<file path="config.mk">
export PLATFORM = sky130hd
export DESIGN_NAME = dmem_arbiter
export DESIGN_NICKNAME = d
export VERILOG_FILES = /design/src/rtl/dmem_arb_pkg.sv /design/src/rtl/dmem_arb_rr.sv /design/src/rtl/dmem_arbiter.sv
export SDC_FILE = /design/constraint.sdc
export NUM_CORES = 1
export LEC_CHECK = 0
export ABC_AREA = 1
export CORE_AREA = 2 2 93 95
export CTS_CLUSTER_DIAMETER = 100
export DETAILED_ROUTE_END_ITERATION = 8
export DIE_AREA = 0 0 95 97
export PLACE_DENSITY = 0.7
export SLEW_MARGIN = 20
export SYNTH_ARGS = -nofsm -noshare
export SYNTH_HDL_FRONTEND = slang
export SYNTH_SLANG_ARGS = --single-unit
export TNS_END_PERCENT = 100
</file>
<file path="constraint.sdc">
create_clock -name clk -period 1.2 [get_ports clk]
set_input_delay 0.24 -clock clk [delete_from_list [all_inputs] [get_ports clk]]
set_output_delay 0.24 -clock clk [all_outputs]
set_load 0.01 [all_outputs]
</file>
<file path="src/rtl/dmem_arb_pkg.sv">
// Shared types and constants for the two-port data-memory arbiter.
package dmem_arb_pkg;

    typedef enum logic [1:0] {
        ARB   = 2'd0,
        LOCK0 = 2'd1,
        LOCK1 = 2'd2
    } arb_state_e;

    localparam int unsigned PORT_CPU     = 0;
    localparam int unsigned PORT_DMA     = 1;
    localparam int unsigned LOCK_MAX_DEF = 16;

endpackage

</file>
<file path="src/rtl/dmem_arb_rr.sv">
// Two-way round-robin picker: prio=0 favours port 0, prio=1 favours port 1.
module dmem_arb_rr (
    input  logic [1:0] req,
    input  logic       prio,
    output logic [1:0] gnt
);

    // A lone requester always wins; on contention the favoured port wins.
    always_comb begin
        gnt    = 2'b00;
        gnt[0] = req[0] & (~req[1] | ~prio);
        gnt[1] = req[1] & (~req[0] |  prio);
    end

endmodule

</file>
<file path="src/rtl/dmem_arbiter.sv">
// Arbitrates CPU and DMA/debug access to a dmem with a registered read port,
// with optional bus locking bounded by LOCK_MAX consecutive grants.
module dmem_arbiter
    import dmem_arb_pkg::*;
#(
    parameter int unsigned ADDR_W   = 12,
    parameter int unsigned DATA_W   = 32,
    parameter int unsigned LOCK_MAX = LOCK_MAX_DEF
) (
    input  logic              clk,
    input  logic              rst_n,
    input  logic              req0,
    input  logic              we0,
    input  logic              lock0,
    input  logic [ADDR_W-1:0] addr0,
    input  logic [DATA_W-1:0] wdata0,
    output logic              gnt0,
    output logic              rvalid0,
    output logic [DATA_W-1:0] rdata0,
    input  logic              req1,
    input  logic              we1,
    input  logic              lock1,
    input  logic [ADDR_W-1:0] addr1,
    input  logic [DATA_W-1:0] wdata1,
    output logic              gnt1,
    output logic              rvalid1,
    output logic [DATA_W-1:0] rdata1,
    output logic [ADDR_W-1:0] mem_addr,
    output logic              mem_we,
    output logic [DATA_W-1:0] mem_din,
    input  logic [DATA_W-1:0] mem_dout
);

    localparam int unsigned CNT_W = $clog2(LOCK_MAX + 1);

    arb_state_e       state_q;
    logic             prio_q;
    logic [CNT_W-1:0] cnt_q;
    logic             rsp_valid_q;
    logic             rsp_owner_q;

    logic [1:0] req_v;
    logic [1:0] rr_gnt;
    logic [1:0] gnt_v;
    logic       acc;
    logic       sel_port;
    logic       sel_we;
    logic       sel_lock;
    logic       release_lock;

    assign req_v = {req1, req0};

    dmem_arb_rr u_rr (
        .req  (req_v),
        .prio (prio_q),
        .gnt  (rr_gnt)
    );

    // Grant: round-robin in ARB, owner-only while locked, nothing in reset.
    always_comb begin
        gnt_v = 2'b00;
        if (rst_n) begin
            case (state_q)
                ARB:     gnt_v = rr_gnt;
                LOCK0:   gnt_v = {1'b0, req0};
                LOCK1:   gnt_v = {req1, 1'b0};
                default: gnt_v = 2'b00;
            endcase
        end
    end

    assign gnt0 = gnt_v[0];
    assign gnt1 = gnt_v[1];

    // Route the granted port onto the memory bus; idle bus is all zero.
    always_comb begin
        acc      = 1'b0;
        sel_port = 1'b0;
        sel_we   = 1'b0;
        sel_lock = 1'b0;
        mem_addr = '0;
        mem_din  = '0;
        mem_we   = 1'b0;
        if (gnt_v[0]) begin
            acc      = 1'b1;
            sel_we   = we0;
            sel_lock = lock0;
            mem_addr = addr0;
            mem_din  = wdata0;
            mem_we   = we0;
        end else if (gnt_v[1]) begin
            acc      = 1'b1;
            sel_port = 1'b1;
            sel_we   = we1;
            sel_lock = lock1;
            mem_addr = addr1;
            mem_din  = wdata1;
            mem_we   = we1;
        end
    end

    // Lock ends on an unlocked grant or once the counter hits LOCK_MAX.
    assign release_lock = ~sel_lock | ((32'(cnt_q) + 32'd1) >= LOCK_MAX);

    // Arbiter FSM, priority pointer, lock counter and read-response stage.
    always_ff @(posedge clk) begin
        if (!rst_n) begin
            state_q     <= ARB;
            prio_q      <= 1'b0;
            cnt_q       <= '0;
            rsp_valid_q <= 1'b0;
            rsp_owner_q <= 1'b0;
        end else begin
            rsp_valid_q <= acc & ~sel_we;
            rsp_owner_q <= sel_port;
            if (acc) begin
                case (state_q)
                    ARB: begin
                        prio_q <= ~sel_port;
                        if (sel_lock && (LOCK_MAX > 1)) begin
                            state_q <= sel_port ? LOCK1 : LOCK0;
                            cnt_q   <= CNT_W'(1);
                        end
                    end
                    default: begin
                        if (release_lock) begin
                            state_q <= ARB;
                            prio_q  <= ~sel_port;
                            cnt_q   <= '0;
                        end else begin
                            cnt_q   <= cnt_q + CNT_W'(1);
                        end
                    end
                endcase
            end
        end
    end

    // Read data follows dmem's registered output only for the owning port.
    assign rvalid0 = rsp_valid_q & ~rsp_owner_q;
    assign rvalid1 = rsp_valid_q &  rsp_owner_q;
    assign rdata0  = rvalid0 ? mem_dout : '0;
    assign rdata1  = rvalid1 ? mem_dout : '0;

endmodule

</file>
# ---- After elaboration in Yosys (flattened, before gate mapping)
# Index checks and enable logic that the tools add are counted.
dict set report classes {
  reduce_logical 5
  multipliers 0
  muxes 24
  div 0
  n_eq_ne 3
  n_addsub 2
  shifts 0
  n_lt_le_gt_ge 1
  bitwise 15
}
# operator count
set ops {}
lappend ops {{32-bit 2-to-1 mux} 4}
lappend ops {{12-bit 2-to-1 mux} 2}
lappend ops {{5-bit 2-to-1 mux} 3}
lappend ops {{2-bit 2-to-1 mux} 5}
lappend ops {{1-bit 2-to-1 mux} 9}
lappend ops {{1-bit inverter} 7}
lappend ops {{5-bit by 1-bit adder with 6-bit output, second input constant} 1}
lappend ops {{6-bit by 5-bit greater-or-equal comparator with 1-bit output, second input constant} 1}
lappend ops {{2-bit one-hot mux with 3 select lines} 1}
lappend ops {{5-bit by 1-bit adder with 5-bit output, second input constant} 1}
lappend ops {{1-bit bitwise AND} 5}
lappend ops {{2-bit AND reduction} 2}
lappend ops {{1-bit bitwise OR} 3}
lappend ops {{3-bit AND reduction} 1}
lappend ops {{2-bit by 1-bit == test with 1-bit output, second input constant} 1}
lappend ops {{2-bit == test, second input constant} 1}
lappend ops {{2-bit zero test} 1}
lappend ops {{2-bit != test, second input constant} 1}
lappend ops {{2-bit nonzero test} 1}
dict set report word_totals {
  reg_bits 10
  ramBits 0
  output_inout_bits 113
  elab_cells 55
  n_memories 0
  mem_bits_ro 0
  latchBits 0
  input_bits 128
}

# ---- Longest topological paths before layout
# Gate-level depths: netlist of run 1.
dict set report depth {
  depth_word 11
  depth_mapped 9
  ltp_nobuf 9
}

# ---- Modules after synthesis
# Synthesis of run 1 repeated with hierarchy kept, for this count alone.
dict set report unflattened {
  hier_cells 248
  area_unflattened_um2 1451.4
}
# module seq_area_each_um2 instances cells_per_inst area_per_inst_um2
set modules_own_cells {}
lappend modules_own_cells {dmem_arbiter 200.2 1 243 1431.4}
lappend modules_own_cells {dmem_arb_rr 0.0 1 5 20.0}

# ---- Worst setup path before layout of run 1
# Ideal clock, no wire load.
dict set report synth_timing {
  kind {register -> output}
  from {register state_q[1]}
  to {output mem_addr[0]}
  path_buffers 2
  slack_ns -0.153
  arrival_ns 1.113
  stages_incl_launch_ff 9
  path_cell_list {dfxtp_1 inv_2 nand2_1 nor2_4 nand2_2 inv_2 buf_6 buf_4 a22o_1}
}
dict set report synth_via {
  elab_chain_len 5
  elab_cells_between_ends 7
  classes_between {eq/ne: 2; mux: 4; reduce/logical: 1}
}
# element line
set synth_lines {}
lappend synth_lines {{start, declared} dmem_arbiter.sv:36} ;# arb_state_e state_q;
lappend synth_lines {{start signal, assigned} dmem_arbiter.sv:121} ;# state_q <= sel_port ? LOCK1 : LOCK0;
lappend synth_lines {{2-bit == test (tied with other cells)} dmem_arbiter.sv:63} ;# case (state_q)
lappend synth_lines {{2-bit one-hot mux with 3 select lines (*)} dmem_arbiter.sv:63}
lappend synth_lines {{2-bit 2-to-1 mux (*)} dmem_arbiter.sv:62} ;# if (rst_n) begin
lappend synth_lines {{12-bit 2-to-1 mux} dmem_arbiter.sv:91} ;# end else if (gnt_v[1]) begin
lappend synth_lines {{12-bit 2-to-1 mux (*)} dmem_arbiter.sv:84} ;# if (gnt_v[0]) begin
lappend synth_lines {{end, declared} dmem_arbiter.sv:28} ;# output logic [ADDR_W-1:0] mem_addr,
# Every way passes the cells marked *; elsewhere a longest branch is shown, timed or not.

# ---- Worst setup path after layout of run 1
dict set report layout_timing {
  from {register prio_q}
  to {output mem_din[10]}
}
dict set report layout_via {
  elab_chain_len 6
  elab_cells_between_ends 9
  classes_between {mux: 4; bitwise: 5}
}
# element line
set layout_lines {}
lappend layout_lines {{start, declared} dmem_arbiter.sv:37} ;# logic prio_q;
lappend layout_lines {{start signal, assigned} dmem_arbiter.sv:119} ;# prio_q <= ~sel_port;
lappend layout_lines {{start signal, assigned} dmem_arbiter.sv:128} ;# prio_q <= ~sel_port;
lappend layout_lines {{1-bit bitwise OR or 1-bit inverter (tied branches)} {dmem_arb_rr.sv:12, dmem_arb_rr.sv:11}}
lappend layout_lines {{1-bit bitwise AND or 1-bit bitwise OR (tied branches)} {dmem_arb_rr.sv:12, dmem_arb_rr.sv:11}}
lappend layout_lines {{2-bit one-hot mux with 3 select lines (*)} dmem_arbiter.sv:63}
lappend layout_lines {{2-bit 2-to-1 mux (*)} dmem_arbiter.sv:62}
lappend layout_lines {{32-bit 2-to-1 mux or 2-bit 2-to-1 mux (tied branches)} {dmem_arbiter.sv:91, dmem_arbiter.sv:62}}
lappend layout_lines {{32-bit 2-to-1 mux (*)} dmem_arbiter.sv:84}
lappend layout_lines {{end, declared} dmem_arbiter.sv:30} ;# output logic [DATA_W-1:0] mem_din,
# Marks and branches as above.

==> impl_metrics.yaml, run 1 <==
worst_hold_path:
  hp-start: "cnt_q[4]$_SDFFE_PN0P_"
  min_path_type: "reg2reg"
  hold_depth: 2
detailed_routing:
  routed_wirelength_um: 10700
  wl_met2_um: 6010
  detail-route-antenna-nets: 0
  top_layer: "met4"
  dr_wl_met3_um: 858
  drt_iter0_markers: 49
  m1WireLength_um: 3660
  via_per_inst: 4.52
  num_vias: 2809
  wl_per_cell_um: 17.2
  remaining_drc_errors: 0
  firstDrtPassIters: 4
critical_path:
  cp.buffers_inverters: 3
  rr_endpoint: "prio_q$_SDFFE_PN0P_"
  crit_path_end: "mem_din[10]"
  critPathKind: "reg2out"
  rr_worst_depth: 9
  required_ps: 960
  critPathCaptureType: "primary output"
  crit_chain: "nand3b_1 > nand2_2 > inv_4 > buf_12 > a22o_1 > buf_2"
  path_delay_family: "buffers and inverters"
  cp_slowest_stage_delay_ps: 340
  arrival_ps: 1490
  cp_slowest_cell: "dfxtp_2"
  rrSetupSlack_ps: -160
  r2r_start: "state_q[0]$_SDFFE_PN0P_"
  cp.depth: 6
  cp_max_fo: 20
  worstSetupStartpoint: "prio_q$_SDFFE_PN0P_"
  cp-start-kind: "register"
final_layout:
  drive_gt1_share_pct: 52.7
  nFillCells: 679
  nets: 647
  multiInputGateArea_um2: 1470
  area_growth_syn_to_layout_pct: 247
  antennaDiodeCount: 0
  instances_no_fill: 621
  final-seq-area_um2: 214
clock_tree:
  cts.sinks: 10
  cts-root-buf: "clkbuf_8"
  clk_latency_ps: 250
  clk_pin_slew_ps: 50
  clockBufferDepth: 2
  cts_tree: "done"
  cts_buffers: 3
  h-tree-depth: 1
sta:
  finalHoldViolCount: 0
  skew_ps: 4.53
  fin_crit_sh_pct: 144
  fmax_mhz: 577
  slew_violations: 0
  finalSetupTns_ps: -43530
  setup_slack_ps: -532
  rsz0062_at_grt: "true"
  worstMarginPinSlew_ps: 259
  min_period_ps: 1730
  slew_headroom_pct: 82.7
  setup_viol: 122
  fin_hold_ws_ps: 471
power:
  power.density_nw_per_um2: 530
  p_leak_nw: 2.30
  vdd_drop_max_mv: 0.293
logic_synthesis:
  synth_cell_types: 21
  async_flop_share_pct: 0
  avgSynthCellArea_um2: 5.99
  ys_ff_latch: 10
  postSynthCellCount: 238
  syn-num-nets: 367
  synth-edff-count: 0
  yosysWarnings: 0
  syn_area_um2: 1430
  ys.flop_type: "dfxtp_1"
  synth_seq_area_share_pct: 14.0
die:
  die_area_um2: 9220
  die_h_um: 97
  die_width_um: 95
  start_util_pct: 17.5
  design.core.area_um2: 8130
  io_pins: 241
  row_count: 33
global_route:
  grt_max_degree: 21
  grt_pass1_wl_um: 14200
  grt_pass1_vias: 2825
  grt_overflow_total: 0
  track_usage_pct: 19.7
  antenna_found_initial: 0
place:
  dp.cells: 588
  gp_congestion: 0.898
  portBuffers: 240
  dp_hpwl_um: 6880
run_status:
  violations: "setup timing"
  status: "finished, violations left"
run:
  max_cap_violations: 0
## cells in the final DEF, fill, tap and decap left out, types with 2 or more instances in the layout
| cell | synthesis | routed |
|---|---|---|
| a21oi_1 | 5 | 3 |
| a21oi_2 | 1 | 3 |
| a22o_1 | 45 | 45 |
| buf_12 | 0 | 13 |
| buf_16 | 0 | 3 |
| buf_2 | 2 | 60 |
| buf_4 | 2 | 18 |
| buf_6 | 6 | 63 |
| buf_8 | 0 | 2 |
| clkbuf_16 | 0 | 4 |
| clkbuf_8 | 0 | 3 |
| clkdlybuf4s50_1 | 0 | 124 |
| dfxtp_1 | 10 | 3 |
| dfxtp_2 | 0 | 5 |
| dfxtp_4 | 0 | 2 |
| dlygate4sd2_1 | 0 | 3 |
| inv_1 | 41 | 36 |
| inv_2 | 4 | 4 |
| inv_4 | 0 | 3 |
| nand2_1 | 19 | 6 |
| nand2_2 | 4 | 11 |
| nand2_4 | 0 | 5 |
| nand3_1 | 12 | 9 |
| nand3_4 | 0 | 4 |
| nor2_1 | 71 | 11 |
| nor2_2 | 0 | 11 |
| nor2_4 | 2 | 51 |
| xor2_1 | 2 | 2 |
## what timing repair did
action	CTS	global route
setup endpoints to repair	122	122
pin swaps	13	16
cloned	8	4
buffers inserted	11	15
hold buffers	0	0
gates resized for setup	485	181
## through the flow
stage                     setup slack [ps]  cell area, um^2  power, mW  util, %
after floorplan                       -143             1530      0.917        -
after global placement               -1070             4160       1.87     51.1
after detailed placement             -1100             4160       1.88     51.1
after CTS                             -562             4140       2.31     50.9
after global routing                  -588             4950       2.75     60.9
final                                 -532             4950       2.62     60.9
## power breakdown
group	internal [mW]	total (mW)	switching [mW]
combinational	1.07	1.88	0.816
sequential	0.350	0.370	0.0192
clock	0.221	0.371	0.149
## final cells by class
class                   instances  share of cell area (%)
flip-flops and latches         10                    4.32
repair buffers                291                    58.5
multi-input cells             166                    29.7
well taps                     105                    2.65
clock buffers                   3                   0.834
inverters                      46                    4.02
## sequential cells by signal, summed over array words and instances, names as in the netlist
register,flops
cnt_q,5
prio_q,1
rsp_owner_q,1
rsp_valid_q,1
state_q,2
## how the worst min path moves through the flow
stage                                         end  slack [ps]
after floorplan           state_q[1]$_SDFFE_PN0P_         370
after global placement      cnt_q[4]$_SDFFE_PN0P_         440
after detailed placement    cnt_q[4]$_SDFFE_PN0P_         450
after CTS                   cnt_q[4]$_SDFFE_PN0P_         460
after global routing        cnt_q[4]$_SDFFE_PN0P_         480
final                       cnt_q[4]$_SDFFE_PN0P_         470
## worst min-delay path, cell delays in order (launching register included)
cell and delay (ps):
dfxtp_1 330, nand2_2 70, nor2_1 30
## metal layers
layer	GRT usage [%]	vias to the layer above
met5	0	-
met4	6.58	0
met3	5.22	13
met2	38.7	161
met1	19.2	1303
li1	-	1332
## cell usage after synthesis (4+ instances only)
library cell,instances,area [um^2]
clkbuf_1,6,22.5
nor2_1,71,267
nand3_1,12,60.1
a21oi_1,5,25.0
dfxtp_1,10,200
a22o_1,45,394
inv_2,4,15.0
nand2_1,19,71.3
nand2_2,4,25.0
buf_6,6,67.6
inv_1,41,154
## logic make-up (layout without fill, tap and decap cells)
kind of cell,Yosys count,after routing,synth area share (%)
AO/OA/AOI/OAI,52,52,30.5
buffers and inverters,62,340,20.2
XOR/XNOR,2,2,1.23
AND/OR/NAND/NOR,111,111,33.2
flip-flops,10,10,14.0
adder cells (fa/ha/maj),1,1,0.877
No activity file was read; power rests on OpenSTA's default activity.
==> run 2, diff against run 1 <==
Settings changed: CTS_CLUSTER_DIAMETER 100 to default.
==> results of run 2 <==
Same layout as run 1: the final DEF is identical, and so are final timing and power.
==> edit 1, RTL diff (settings of run 1) <==
Change the parameter `ADDR_W` from 12 to 13.
--- a/src/rtl/dmem_arbiter.sv
+++ b/src/rtl/dmem_arbiter.sv
@@ -5,3 +5,3 @@
 #(
-    parameter int unsigned ADDR_W   = 12,
+    parameter int unsigned ADDR_W   = 13,
     parameter int unsigned DATA_W   = 32,
Ports: changed (resized addr0, addr1 and mem_addr); port bits go from 241 to 244. The function was not compared with the original's and may differ.
==> edit 1 against run 1 <==
- the flow still finishes with violations (negative setup slack)
- critical path type unchanged
- area after synthesis increased by 0.53%
- critical path depth increased by 3
- largest power group unchanged
- highest routed layer unchanged
- wire length fell by 5.4%
- clock skew increased by 0.0015 ns
- sequential power decreased by 3%
- setup slack better by 0.017 ns
- via count rose by 0.57%
- power is 4.4% lower
- design area grew 1.7%
- sequential cell count unchanged
==> edit 1: results (changes against run 1) <==
outcome finished, violations left; failing checks negative setup slack; Reg2Reg Setup Slack -0.26 ns (-0.10 ns); port buffer count 243 (+1.3%); fin nets 660 (+2.0%); Synth Net Count 369 (+0.54%); maximum VDD drop 0.3708 mV (+26%); vias in the first global route 2855 (+1.1%); setup ws final -0.5153 ns (+0.01674 ns); Seq/Total Area, Yosys 13.96% (-0.073 points); area of the multi-input gates 1486 um^2 (+1.1%); crit-path max FO 5 (-75%); buffer share of cell area 59.18% (+0.69 points); Final setup viols 123 (+0.82%); area post-placement 4237 um^2 (+2.0%); worst hold path type in2reg; slowest cell delay on critical path 0.32 ns (-0.02 ns); Total Routing Usage GR 19.17% (-0.54 points); clock skew 0.006059 ns (+0.001527 ns); area share of fa/ha/maj cells after synthesis 0.8726% (-0.0046 points); Iter 0 DRT Violations 22 (-55%); Post-Synth XOR/XNOR Area 1.222% (-0.0064 points); WL final 10120 um (-5.4%); largest net degree at the start of global routing 13 (-38%); Area contributors post-synth a22o_1 28%, nor2_1 19%, dfxtp_1 14%, inv_1 10%, nand2_1 4.5%
==> edit 1: cell count changes after synthesis, moves of 2 or more <==
cell,delta
buf_6,-2
nand3_1,-2
nand2_2,+2
nand2_1,-2
buf_2,+2
==> edit 1: logic make-up after synthesis <==
kind of cell | count (synthesis)
DFF | 10
and+or+nand+nor | 110
adders and majority gates | 1
xor gates and xnor gates | 2
AOI/OAI and AO/OA | 53
buffers and inverters | 62
==> edit 1: worst paths after layout <==
path / start / to / cells after the start
min reg2reg: cnt_q[4]$_SDFFE_PN0P_ / cnt_q[4]$_SDFFE_PN0P_ / 2
max: state_q[1]$_SDFFE_PN0P_ / mem_din[8] / 9
max reg2reg: state_q[1]$_SDFFE_PN0P_ / state_q[1]$_SDFFE_PN0P_ / 11
min: rst_n / cnt_q[0]$_SDFFE_PN0P_ / 3
==> edit 1: power by group through the flow <==
stage               clock network, W  registers (W)  logic, W
floorplan                          0       0.000361  0.000521
global placement                   0       0.000362   0.00147
detailed placement                 0       0.000362   0.00148
CTS                         0.000359       0.000358   0.00149
global route                0.000372       0.000361   0.00191
finish                      0.000354       0.000360   0.00179
==> edit 1: routing by layer <==
layer / up-vias / track usage (%) / wire [um]
met5: - / 0 / 0
met2: 154 / 37.75 / 5542
met3: 18 / 4.206 / 727
met4: 0 / 5.017 / 198
met1: 1304 / 19.67 / 3646
li1: 1349 / - / -
==> edit 1: through the flow <==
stage | power (W) | hold slack [ns] | cells
floorplan | 0.0008811 | 0.3627 | 238
global placement | 0.001833 | 0.4303 | 600
detailed placement | 0.001845 | 0.4358 | 600
CTS | 0.002208 | 0.4149 | 625
global route | 0.002643 | 0.4320 | 632
finish | 0.002507 | 0.4140 | 632
==> edit 2, RTL diff (flow settings as in run 1) <==
Without the edit above. Make the reset (`rst_n`) asynchronous in one clocked block.
--- a/src/rtl/dmem_arbiter.sv
+++ b/src/rtl/dmem_arbiter.sv
@@ -105,3 +105,3 @@
     // Arbiter FSM, priority pointer, lock counter and read-response stage.
-    always_ff @(posedge clk) begin
+    always_ff @(posedge clk or negedge rst_n) begin
         if (!rst_n) begin
Check against the original RTL: differs if rst_n is asserted again (counterexample within 4 cycles, from zero or initial values and one cycle with rst_n low); with rst_n held inactive, the same outputs for 10 cycles.
==> edit 2 against run 1 <==
- the flow still finishes with violations (negative setup slack)
- area after synthesis grew 1.7%
- non-clock buffer count grew 24
- sequential cell count is the same
- wire length grew 4.4%
- setup slack lost 0.12 ns
- design area grew 6.6%
- fmax shrank 6.6%
- critical path type unchanged
Power is not compared: it rests on default switching activity, and its combinational part moved more than twofold at a synthesized area within 25%.
==> edit 2: results (changes against run 1) <==
outcome finished, violations left; failing checks negative setup slack; crit-path max FO 7 (-65%); vias in the first global route 2969 (+5.1%); number of cells upsized or downsized after cts 514 (+6.0%); worst hold path type in2async; global-route met3 utilization 4.283% (-0.93 points); R2R Path End prio_q$_DFFE_PN0P_; Yosys cell types 24 (+14%); vias 2888 (+2.8%); CP Launch Point state_q[0]$_DFFE_PN0P_; worst reg2reg path depth 11 (+2); area of the multi-input gates 1434 um^2 (-2.5%); clock skew 0.005400 ns (+0.0008678 ns); Iter 0 DRT Violations 56 (+14%); fin nets 665 (+2.8%); gpl congestion 0.7816 (-13%); DP HPWL 7089 um (+3.1%); Synth Net Count 360 (-1.9%); number of fill cells 632 (-6.9%); DR WL met3 867 um (+1.0%); Final setup viols 123 (+0.82%); #MultiIn Comb 158 (-4.8%); met2 usage 41.73% (+3.1 points); top cells by instance count after synthesis 68 x nor2_1, 44 x inv_1, 43 x a22o_1; Inst Count DP 586 (-0.34%); Total Routing Usage GR 21.27% (+1.6 points); register fraction of the total cell area 4.765% (+0.44 points); Least-Margin Pin Slew 0.2168 ns (-0.04217 ns); TritonRoute pass-1 iters 4 (unchanged); non-clock buffer count 315 (+8.2%); Top Metal Used met4; Reg2Reg Setup Slack -0.32 ns (-0.16 ns); area post-placement 4233 um^2 (+1.9%); buffer share of cell area 61.14% (+2.7 points); FFs w/ async S/R, synth 100.0% (+100 points); slowest cell delay on critical path 0.39 ns (+0.05 ns); Post-CTS Setup Inserts 23 (+12); routing usage on met1 21.52% (+2.3 points); largest net degree at the start of global routing 16 (-24%); final core occ 64.88% (+4.0 points); Place WS -1.079 ns (+0.01689 ns); first-pass GRT wire length 15230 um (+6.9%); average routed wire per standard cell 17.47 um (+1.4%); Die ar. 9215 um^2 (unchanged); Final clock-cell share 0.7824% (-0.051 points); CP max stage cell dfrtp_1; WL met2 6028 um (+0.30%); setup ws final -0.6537 ns (-0.1217 ns); Area contributors post-synth a22o_1 26%, nor2_1 18%, dfrtp_1 17%, inv_1 11%, nand2_1 4.1%; Arr. time, crit path 1.61 ns (+0.12 ns); invs w/o clock 48 (+4.3%); Metal-1 WL 3885 um (+6.2%); CP endpoint mem_addr[3]; vias per cell 4.520 (about the same); post-route setup TNS -55.95 ns (-12.43 ns); Most used DFF post-synth dfrtp_1; Seq/Total Area, Yosys 17.26% (+3.2 points)
-- edit 2: cell count changes after synthesis, sizes merged, moves of 2 or more --
cell | run 1 | this run
inv | 45 | 48
a21oi | 6 | 1
dfrtp | 0 | 10
dfxtp | 10 | 0
nor2 | 73 | 70
o21ai | 0 | 5
nand2 | 23 | 21
nand3 | 14 | 12
-- edit 2: cells by family (layout without fill, tap and decap cells) --
logic type	count (synthesis)	in the layout	synth area share, %
fa+ha+maj	1	1	0.8627
buf+inv	63	366	19.24
flops	10	10	17.26
compound gates	51	51	30.46
xor+xnor	2	2	1.208
simple gates	104	104	30.97
-- edit 2: through the flow --
stage          hold slack, ns  power, W
2_1_floorplan        -0.05559  0.002090
3_3_place_gp           0.5039  0.003902
3_5_place_dp           0.5134  0.003942
4_1_cts               0.09379  0.004893
5_1_grt                0.1075  0.006067
6_report              0.08177  0.005739
-- edit 2: worst max-delay path, delay by kind of cell (launching register included) --
kind,cells,cell delay (ns)
simple gates,2,0.18
buf+inv,5,0.59
flops,1,0.39
compound gates,1,0.21
